[src/rtl/dsp_sample_bridge.sv]
// Two-way bridge between the DSP sample path and the CSR side: a capture FIFO fed by the
// downsampler strobe and drained by software, and a playback FIFO that feeds the upsampler.
module dsp_sample_bridge #(
  parameter int unsigned DATA_W = 16,
  parameter int unsigned DEPTH  = 16,
  localparam int unsigned AW    = $clog2(DEPTH)
) (
  input  logic              sys_clk,
  input  logic              rst_n,
  input  logic [DATA_W-1:0] ds_data,
  input  logic              ds_strobe,
  input  logic              cap_enable,
  input  logic              cap_rd_en,
  output logic [DATA_W-1:0] cap_rd_data,
  output logic [AW:0]       cap_level,
  output logic              cap_overflow,
  input  logic              us_strobe,
  input  logic              pb_enable,
  input  logic              pb_wr_en,
  input  logic [DATA_W-1:0] pb_wr_data,
  output logic [AW:0]       pb_level,
  output logic              pb_wr_drop,
  output logic              pb_underrun,
  output logic [DATA_W-1:0] us_data,
  input  logic              clr_flags
);

  localparam logic [AW:0] PtrOne = 1;

  // Capture side
  logic [DATA_W-1:0] cap_mem [DEPTH];
  logic [AW:0]       cap_wr_ptr_q, cap_rd_ptr_q, cap_level_q;
  logic [DATA_W-1:0] cap_rd_data_q;
  logic              cap_overflow_q;
  logic              cap_full, cap_empty, cap_push, cap_pop, cap_ovf_set;

  assign cap_empty   = (cap_wr_ptr_q == cap_rd_ptr_q);
  assign cap_full    = (cap_wr_ptr_q[AW] != cap_rd_ptr_q[AW]) &&
                       (cap_wr_ptr_q[AW-1:0] == cap_rd_ptr_q[AW-1:0]);
  assign cap_pop     = cap_rd_en & ~cap_empty;
  assign cap_push    = ds_strobe & cap_enable & (~cap_full | cap_pop);
  assign cap_ovf_set = ds_strobe & cap_enable & cap_full & ~cap_pop;

  always_ff @(posedge sys_clk) begin
    if (cap_push) cap_mem[cap_wr_ptr_q[AW-1:0]] <= ds_data;
  end

  // Level and head are registered copies of the pointer state, giving one cycle of latency.
  always_ff @(posedge sys_clk or negedge rst_n) begin
    if (!rst_n) begin
      cap_wr_ptr_q   <= '0;
      cap_rd_ptr_q   <= '0;
      cap_level_q    <= '0;
      cap_rd_data_q  <= '0;
      cap_overflow_q <= 1'b0;
    end else begin
      if (cap_push) cap_wr_ptr_q <= cap_wr_ptr_q + PtrOne;
      if (cap_pop)  cap_rd_ptr_q <= cap_rd_ptr_q + PtrOne;
      cap_level_q    <= cap_wr_ptr_q - cap_rd_ptr_q;
      cap_rd_data_q  <= cap_empty ? '0 : cap_mem[cap_rd_ptr_q[AW-1:0]];
      cap_overflow_q <= cap_ovf_set | (cap_overflow_q & ~clr_flags);
    end
  end

  assign cap_rd_data  = cap_rd_data_q;
  assign cap_level    = cap_level_q;
  assign cap_overflow = cap_overflow_q;

  // Playback side
  logic [DATA_W-1:0] pb_mem [DEPTH];
  logic [AW:0]       pb_wr_ptr_q, pb_rd_ptr_q;
  logic [DATA_W-1:0] us_data_q;
  logic              pb_wr_drop_q, pb_underrun_q;
  logic              pb_full, pb_empty, pb_push, pb_pop, pb_drop_set, pb_unr_set;

  assign pb_empty    = (pb_wr_ptr_q == pb_rd_ptr_q);
  assign pb_full     = (pb_wr_ptr_q[AW] != pb_rd_ptr_q[AW]) &&
                       (pb_wr_ptr_q[AW-1:0] == pb_rd_ptr_q[AW-1:0]);
  assign pb_pop      = us_strobe & pb_enable & ~pb_empty;
  assign pb_push     = pb_wr_en & (~pb_full | pb_pop);
  assign pb_drop_set = pb_wr_en & pb_full & ~pb_pop;
  assign pb_unr_set  = us_strobe & pb_enable & pb_empty;

  always_ff @(posedge sys_clk) begin
    if (pb_push) pb_mem[pb_wr_ptr_q[AW-1:0]] <= pb_wr_data;
  end

  always_ff @(posedge sys_clk or negedge rst_n) begin
    if (!rst_n) begin
      pb_wr_ptr_q   <= '0;
      pb_rd_ptr_q   <= '0;
      us_data_q     <= '0;
      pb_wr_drop_q  <= 1'b0;
      pb_underrun_q <= 1'b0;
    end else begin
      if (pb_push) pb_wr_ptr_q <= pb_wr_ptr_q + PtrOne;
      if (pb_pop)  pb_rd_ptr_q <= pb_rd_ptr_q + PtrOne;
      // Disabled or starved strobes drive silence rather than repeating the last sample.
      if (us_strobe) us_data_q <= pb_pop ? pb_mem[pb_rd_ptr_q[AW-1:0]] : '0;
      pb_wr_drop_q  <= pb_drop_set | (pb_wr_drop_q & ~clr_flags);
      pb_underrun_q <= pb_unr_set | (pb_underrun_q & ~clr_flags);
    end
  end

  assign pb_level    = pb_wr_ptr_q - pb_rd_ptr_q;
  assign us_data     = us_data_q;
  assign pb_wr_drop  = pb_wr_drop_q;
  assign pb_underrun = pb_underrun_q;

endmodule

[config.mk]
export PLATFORM = sky130hd
export DESIGN_NAME = dsp_sample_bridge
export DESIGN_NICKNAME = d
export VERILOG_FILES = /design/src/rtl/dsp_sample_bridge.sv
export SDC_FILE = /design/constraint.sdc
export NUM_CORES = 1
export LEC_CHECK = 0
export ABC_AREA = 1
export CAP_MARGIN = 20
export CORE_ASPECT_RATIO = 1.75
export CORE_MARGIN = 4
export CORE_UTILIZATION = 60
export DETAILED_ROUTE_END_ITERATION = 7
export PLACE_DENSITY_LB_ADDON = 0.15
export RECOVER_POWER = 100
export SLEW_MARGIN = 20
export SYNTH_ARGS = -nofsm -noshare
export SYNTH_HDL_FRONTEND = slang
export SYNTH_SLANG_ARGS = --single-unit
[constraint.sdc]
create_clock -name sys_clk -period 4.3 [get_ports sys_clk]
set_clock_uncertainty 0.05 [all_clocks]
set_input_delay 0.86 -clock sys_clk [delete_from_list [all_inputs] [get_ports sys_clk]]
set_output_delay 0.86 -clock sys_clk [all_outputs]
set_load 0.01 [all_outputs]
* Yosys cells after proc, flatten, opt, wreduce, memory -nomap -nowiden
Memory sizes are Yosys's and may differ from the RTL's.
Index checks and enable logic that the tools add are counted.
Widths: inputs -> output; s select.
** Storage, ports and cells
- Memories :: 2
- Output and inout bits :: 45
- Logic and storage cells :: 58
- Register bits :: 60
- Bits in writable memories :: 512
** Memory list
- cap_mem :: depth 16, bits a word 16, read ports 1, clocked after memory_dff 0, write ports 1, RTL line 31 : logic [DATA_W-1:0] cap_mem [DEPTH];
- pb_mem :: depth 16, bits a word 16, read ports 1, clocked after memory_dff 0, write ports 1, RTL line 70 : logic [DATA_W-1:0] pb_mem [DEPTH];
** Cells by class
- Multiplexer cells :: 6
- $add $sub $neg :: 6
- Eq/ne operators :: 6
- Reductions and logical operators :: 2
- Bitwise logic cells :: 26
** Operators with widths (number)
- $mux 16 :: 2
- $add 5x1->5 const B :: 4
- $and 1x1->1 :: 14
- $eq 5x5->1 :: 2
- $sub 5x5->5 :: 2
- $eq 4x4->1 :: 2
- $not 1->1 :: 7
- $or 1x1->1 :: 5
- $mux 1 :: 4
- $logic_and 1x1->1 :: 2
- $ne 1x1->1 :: 2

* Logic depth before layout (Yosys ltp)
- Word-level depth :: 7
- Depth in mapped cells :: 12
- Gate-level depth less buffers :: 9

* Worst setup path before layout
No wires, ideal clock.
- Path kind :: register -> register
- Start point :: reg pb_rd_ptr_q[2]
- End point :: mem pb_mem[14][0], enable pin
- Setup time :: 0.409 ns
- Path buffers :: 3
- Path slack :: 0.996 ns
- Data required time :: 3.841 ns
- Clock period less this slack :: 3.304 ns
- Stages on the path, launching flop included :: 11
- Arrival :: 2.845 ns
- Cell sequence :: dfrtp_1 -> buf_2 -> clkinv_1 -> buf_2 -> ha_1 -> nand2_1 -> nor2_1 -> nand4_1 -> nand2_1 -> buf_2 -> nor3_1
** Between the ends
- Word-level cells in the longest chain between the ends :: 7
- Elaborated cells on any way between the ends :: 10
- Those cells by class :: eq/ne (2); mux (2); bitwise (5); reduce/logical (1)
** Ends and longest elaborated chain
- from (decl) :: RTL line 71 : logic [AW:0] pb_wr_ptr_q, pb_rd_ptr_q;
- from (signal assigned) :: RTL line 97 : if (pb_pop) pb_rd_ptr_q <= pb_rd_ptr_q + PtrOne;
- $eq 5x5->1 / $eq 4x4->1 (equally long branches) :: RTL line 76, 78
- $not 1->1 / $logic_and 1x1->1 (equally long branches) :: RTL line 79, 77
- $and 1x1->1 / $not 1->1 (equally long branches) :: RTL line 79, 80
- $or 1x1->1 * :: RTL line 80 : assign pb_push = pb_wr_en & (~pb_full | pb_pop);
- $and 1x1->1 * :: RTL line 80
- $mux 1 * :: RTL line 85 : if (pb_push) pb_mem[pb_wr_ptr_q[AW-1:0]] <= pb_wr_data;
- $mux 1 (not written as such) * :: RTL line 85
- to (decl) :: RTL line 70
Every way passes the cells marked *; elsewhere a longest branch is shown, timed or not.

* Worst setup path in the final report
- Start point :: reg pb_rd_ptr_q[1]
- End point :: mem pb_mem[14][15], enable pin
Same word-level chain as after synthesis.

==> summary.md <==
| Metric | Value |
|---|---|
| Largest net degree at the start of global routing | 76 |
| CP Cell Sequence | inv_1 -> ha_1 -> nand2_1 -> nor2_1 -> nand4_1 -> nand2_1 -> nor3_1 -> buf_12 |
| Later-pin clock latency in the skew report | 0.57 ns |
| Tmin final | 4.02 ns |
| Via/cell ratio | 5.94 |
| Syn_area_per_cell | ~12 um^2 |
| Critical path class | reg2reg |
| Seq/Total Area, Yosys | 0.729 |
| NumNets Final | 2089 |
| GP Congestion | 0.868 |
| Crit Path Max Fanout | 31 |
| Maximum clock insertion buffer count | 3 |
| First-pass GRT wire length | around 86000 um |
| Gr usage total | 0.270 |
| Endpoints failing hold | 0 |
| Clock slew at reported path FFs | around 0.06 ns |
| Dpl hpwl | ~35000 um |
| CP Data Arrival Time | 4.25 ns |
| Worst path required time | ~4.5 ns |
| Area Overhead vs Synth | 13.3% |
| Buffers on Ports | between 80 and 90 |
| H-tree depth | 2 |
| RSZ-0062 raised after global routing | no |
| Ratio of cells with drive above 1 in the final layout | 0.0730 |
| Final WL | roughly 56000 um |
| Synthesized area | around 0.023 mm^2 |
| Yosys top cell area share | 0.664 |
| Drt initial violations | 1078 |
| Outcome | finished with violations |
| IO Pins | 86 |
| Initial Util | 0.611 |
| CTS tree | yes |
| # DRC | 0 |
| Routed len/inst | around 22 um |
| PwrDens | between 600 and 700 mW/mm^2 |
| Cell count after synthesis | just under 2000 |
| Critical Path End Type | register |
| Syn nets | approximately 2000 |
| Final setup fails | 0 |
| CP startpoint kind | register |
| Num CTS Buffers | 50 |
| Hold Buf Count CTS | 0 |
| CP max stage cell | nor3_1 |
| Cell family with most CP delay | simple AND/OR/NAND/NOR gates |
| Cell area after layout | approximately 0.026 mm^2 |
| Worst hold path class | reg2reg |
| Relative slew slack | -0.260 |
| Die area | between 0.04 and 0.05 mm^2 |
| Yosys reg bits | 572 |
| Cell Area, Placed | ~0.025 mm^2 |
| Clk sinks | approximately 570 |
| Setup repair bufs after CTS | 0 |
| Antenna violations before repair | 8 |
| Maximum vdd drop | around 0.47 mV |
| Die Span X | between 150 and 200 um |
| Synth area leaders | edfxtp_1 (66%), nand2_1 (10%), nand3_1 (7.8%) |
| WP buf/inv | 2 |
| Setup tns final | 0 ns |
| Area occupied by multi-input gates | between 0.005 and 0.006 mm^2 |
| Vias after detailed routing | approximately 15000 |
| Worst Max-Slew Pin Slew | ~1.9 ns |
| Gr ovfl total | 0 |
| Post-DRT Antenna Nets | 0 |
| Largest area contributor in the netlist | edfxtp_1 |
| Fill cell count | about 2700 |
| Post-synth cell types | 31 |
| Seq. cell area | 0.0169 mm^2 |
| Post-cts sizing count | 0 |
| Site Rows | 94 |
| Final Max Slew Viols | 52 |
| Drt first pass iters | 5 |
| Maxcap violations | 2 |
| Root buf cell | clkbuf_16 |
| Crit-path most repeated cell | nand2_1 |
| DIE HEIGHT | 268 um |
| Slowest stage delay, CP | roughly 1.2 ns |
| Vias in the first global route | between 15000 and 20000 |
| P_leak | between 0.009 and 0.01 uW |
| Tcrit/Tclk final | 0.935 |
| Core ar. | 0.0379 mm^2 |
| Violated checks | max-capacitance violations, max-slew violations |
| YS warnings | 0 |
| F_max | 249 MHz |
==> placed cells by master, fill, tap and decap left out, drive strengths merged <==
| master | synthesis | routed |
|---|---|---|
| inv | 33 | 33 |
| dfrtp | 60 | 60 |
| xor2 | 16 | 16 |
| clkbuf | 14 | 89 |
| buf | 92 | 24 |
| nor2 | 89 | 89 |
| nand3 | 363 | 363 |
| clkdlybuf4s50 | 0 | 9 |
| bufinv | 0 | 10 |
| nor3 | 16 | 16 |
| nand2 | 636 | 636 |
| edfxtp | 512 | 512 |
| o21ai | 43 | 43 |
| nand4 | 1 | 1 |
| xnor2 | 5 | 5 |
| fa | 2 | 2 |
| a21oi | 37 | 37 |
| o22ai | 3 | 3 |
| diode | 0 | 3 |
| dlygate4sd3 | 0 | 75 |
| ha | 18 | 18 |
| clkinv | 4 | 27 |
| clkinvlp | 0 | 1 |
==> tightest hold or removal path: stages, from the launching register on <==
cell and delay (ns):
dfrtp_1 0.34, nand2_1 0.05, nand2_1 0.05
==> logic make-up after synthesis <==
family                     Yosys count  synth area share
DFF                                572             0.729
AOI/OAI and AO/OA                   83            0.0184
and+or+nand+nor                   1105             0.203
xor gates and xnor gates            21           0.00827
buffers and inverters              143            0.0300
adders and majority gates           20            0.0115
==> metal layers <==
metal | vias up | global-route usage | part of all wire | routed length, um
li1 | 6927 | - | - | -
met1 | 7435 | 0.316 | 0.36 | 20000
met2 | 645 | 0.500 | 0.55 | 30600
met3 | 148 | 0.0305 | 0.057 | 3190
met4 | 0 | 0.114 | 0.039 | 2180
met5 | - | 0 | 0 | 0
==> synthesized netlist by cell type <==
library cell / instances
ha_1: 18
clkinv_1: 4
clkbuf_1: 14
edfxtp_1: 512
nand2_2: 2
o21ai_1: 13
nand2_1: 631
a21oi_1: 37
o21ai_2: 2
buf_4: 19
inv_2: 3
xnor2_1: 5
nand3_1: 361
nand2_4: 3
nor2_4: 2
inv_6: 1
nand4_1: 1
fa_1: 2
buf_1: 9
dfrtp_1: 60
buf_2: 64
inv_1: 29
xor2_1: 15
xor2_2: 1
nor2_1: 86
nor2_2: 1
o22ai_1: 3
nand3_2: 1
o21ai_0: 28
nand3_4: 1
nor3_1: 16
==> report_power, final <==
part / total [uW] / switching (uW) / internal, uW / leakage (uW)
Clock: 4820 / 1970 / 2850 / 0.000888
Combinational: 5890 / 4010 / 1880 / 0.00354
Sequential: 7080 / 371 / 6710 / 0.00536
==> path summary, 6_finish.rpt <==
check | to | startpoint | cells after the start | slack (ns)
min in group asynchronous | cap_wr_ptr_q[0] | rst_n | 1 | 0.75
worst min register to register | us_data[2] | us_data[2] | 2 | 0.43
worst max register to register | pb_mem[14][15] | pb_rd_ptr_q[1] | 8 | 0.28
worst min-delay path | us_data[2] | us_data[2] | 2 | 0.43
max in group asynchronous | pb_rd_ptr_q[0] | rst_n | 2 | 2.09
worst max-delay path | pb_mem[14][15] | pb_rd_ptr_q[1] | 8 | 0.28
==> registers in the layout, summed over array words and instances (netlist names) <==
register / count
cap_wr_ptr_q: 5
us_data: 16
cap_rd_data: 16
pb_wr_drop: 1
cap_level: 5
cap_overflow: 1
cap_mem: 256
pb_mem: 256
cap_rd_ptr_q: 5
pb_wr_ptr_q: 5
pb_underrun: 1
pb_rd_ptr_q: 5
==> final cells by class <==
type | instances | area share
Antenna cell | 3 | 0.000286
Inverter | 37 | 0.00539
Clock inverter | 34 | 0.0167
Tap cell | 480 | 0.0229
Multi-Input combinational cell | 1229 | 0.212
Sequential cell | 572 | 0.644
Timing Repair Buffer | 138 | 0.0478
Clock buffer | 59 | 0.0513
==> per-stage QoR <==
| stage | hold slack, ns | cells | setup slack [ns] | power [uW] | utilization |
|---|---|---|---|---|---|
| final | 0.429 | 2552 | 0.279 | 17800 | 0.692 |
| after detailed placement | 0.416 | 2456 | 0.885 | 13200 | 0.651 |
| after global placement | 0.415 | 2456 | 0.954 | 13100 | 0.651 |
| after floorplan | 0.431 | 1944 | 0.996 | 11000 | - |
| after global routing | 0.447 | 2552 | 0.144 | 18700 | 0.692 |
| after CTS | 0.315 | 2549 | 0.355 | 18000 | 0.698 |
Note: power is estimated with default switching activity, not from simulation.
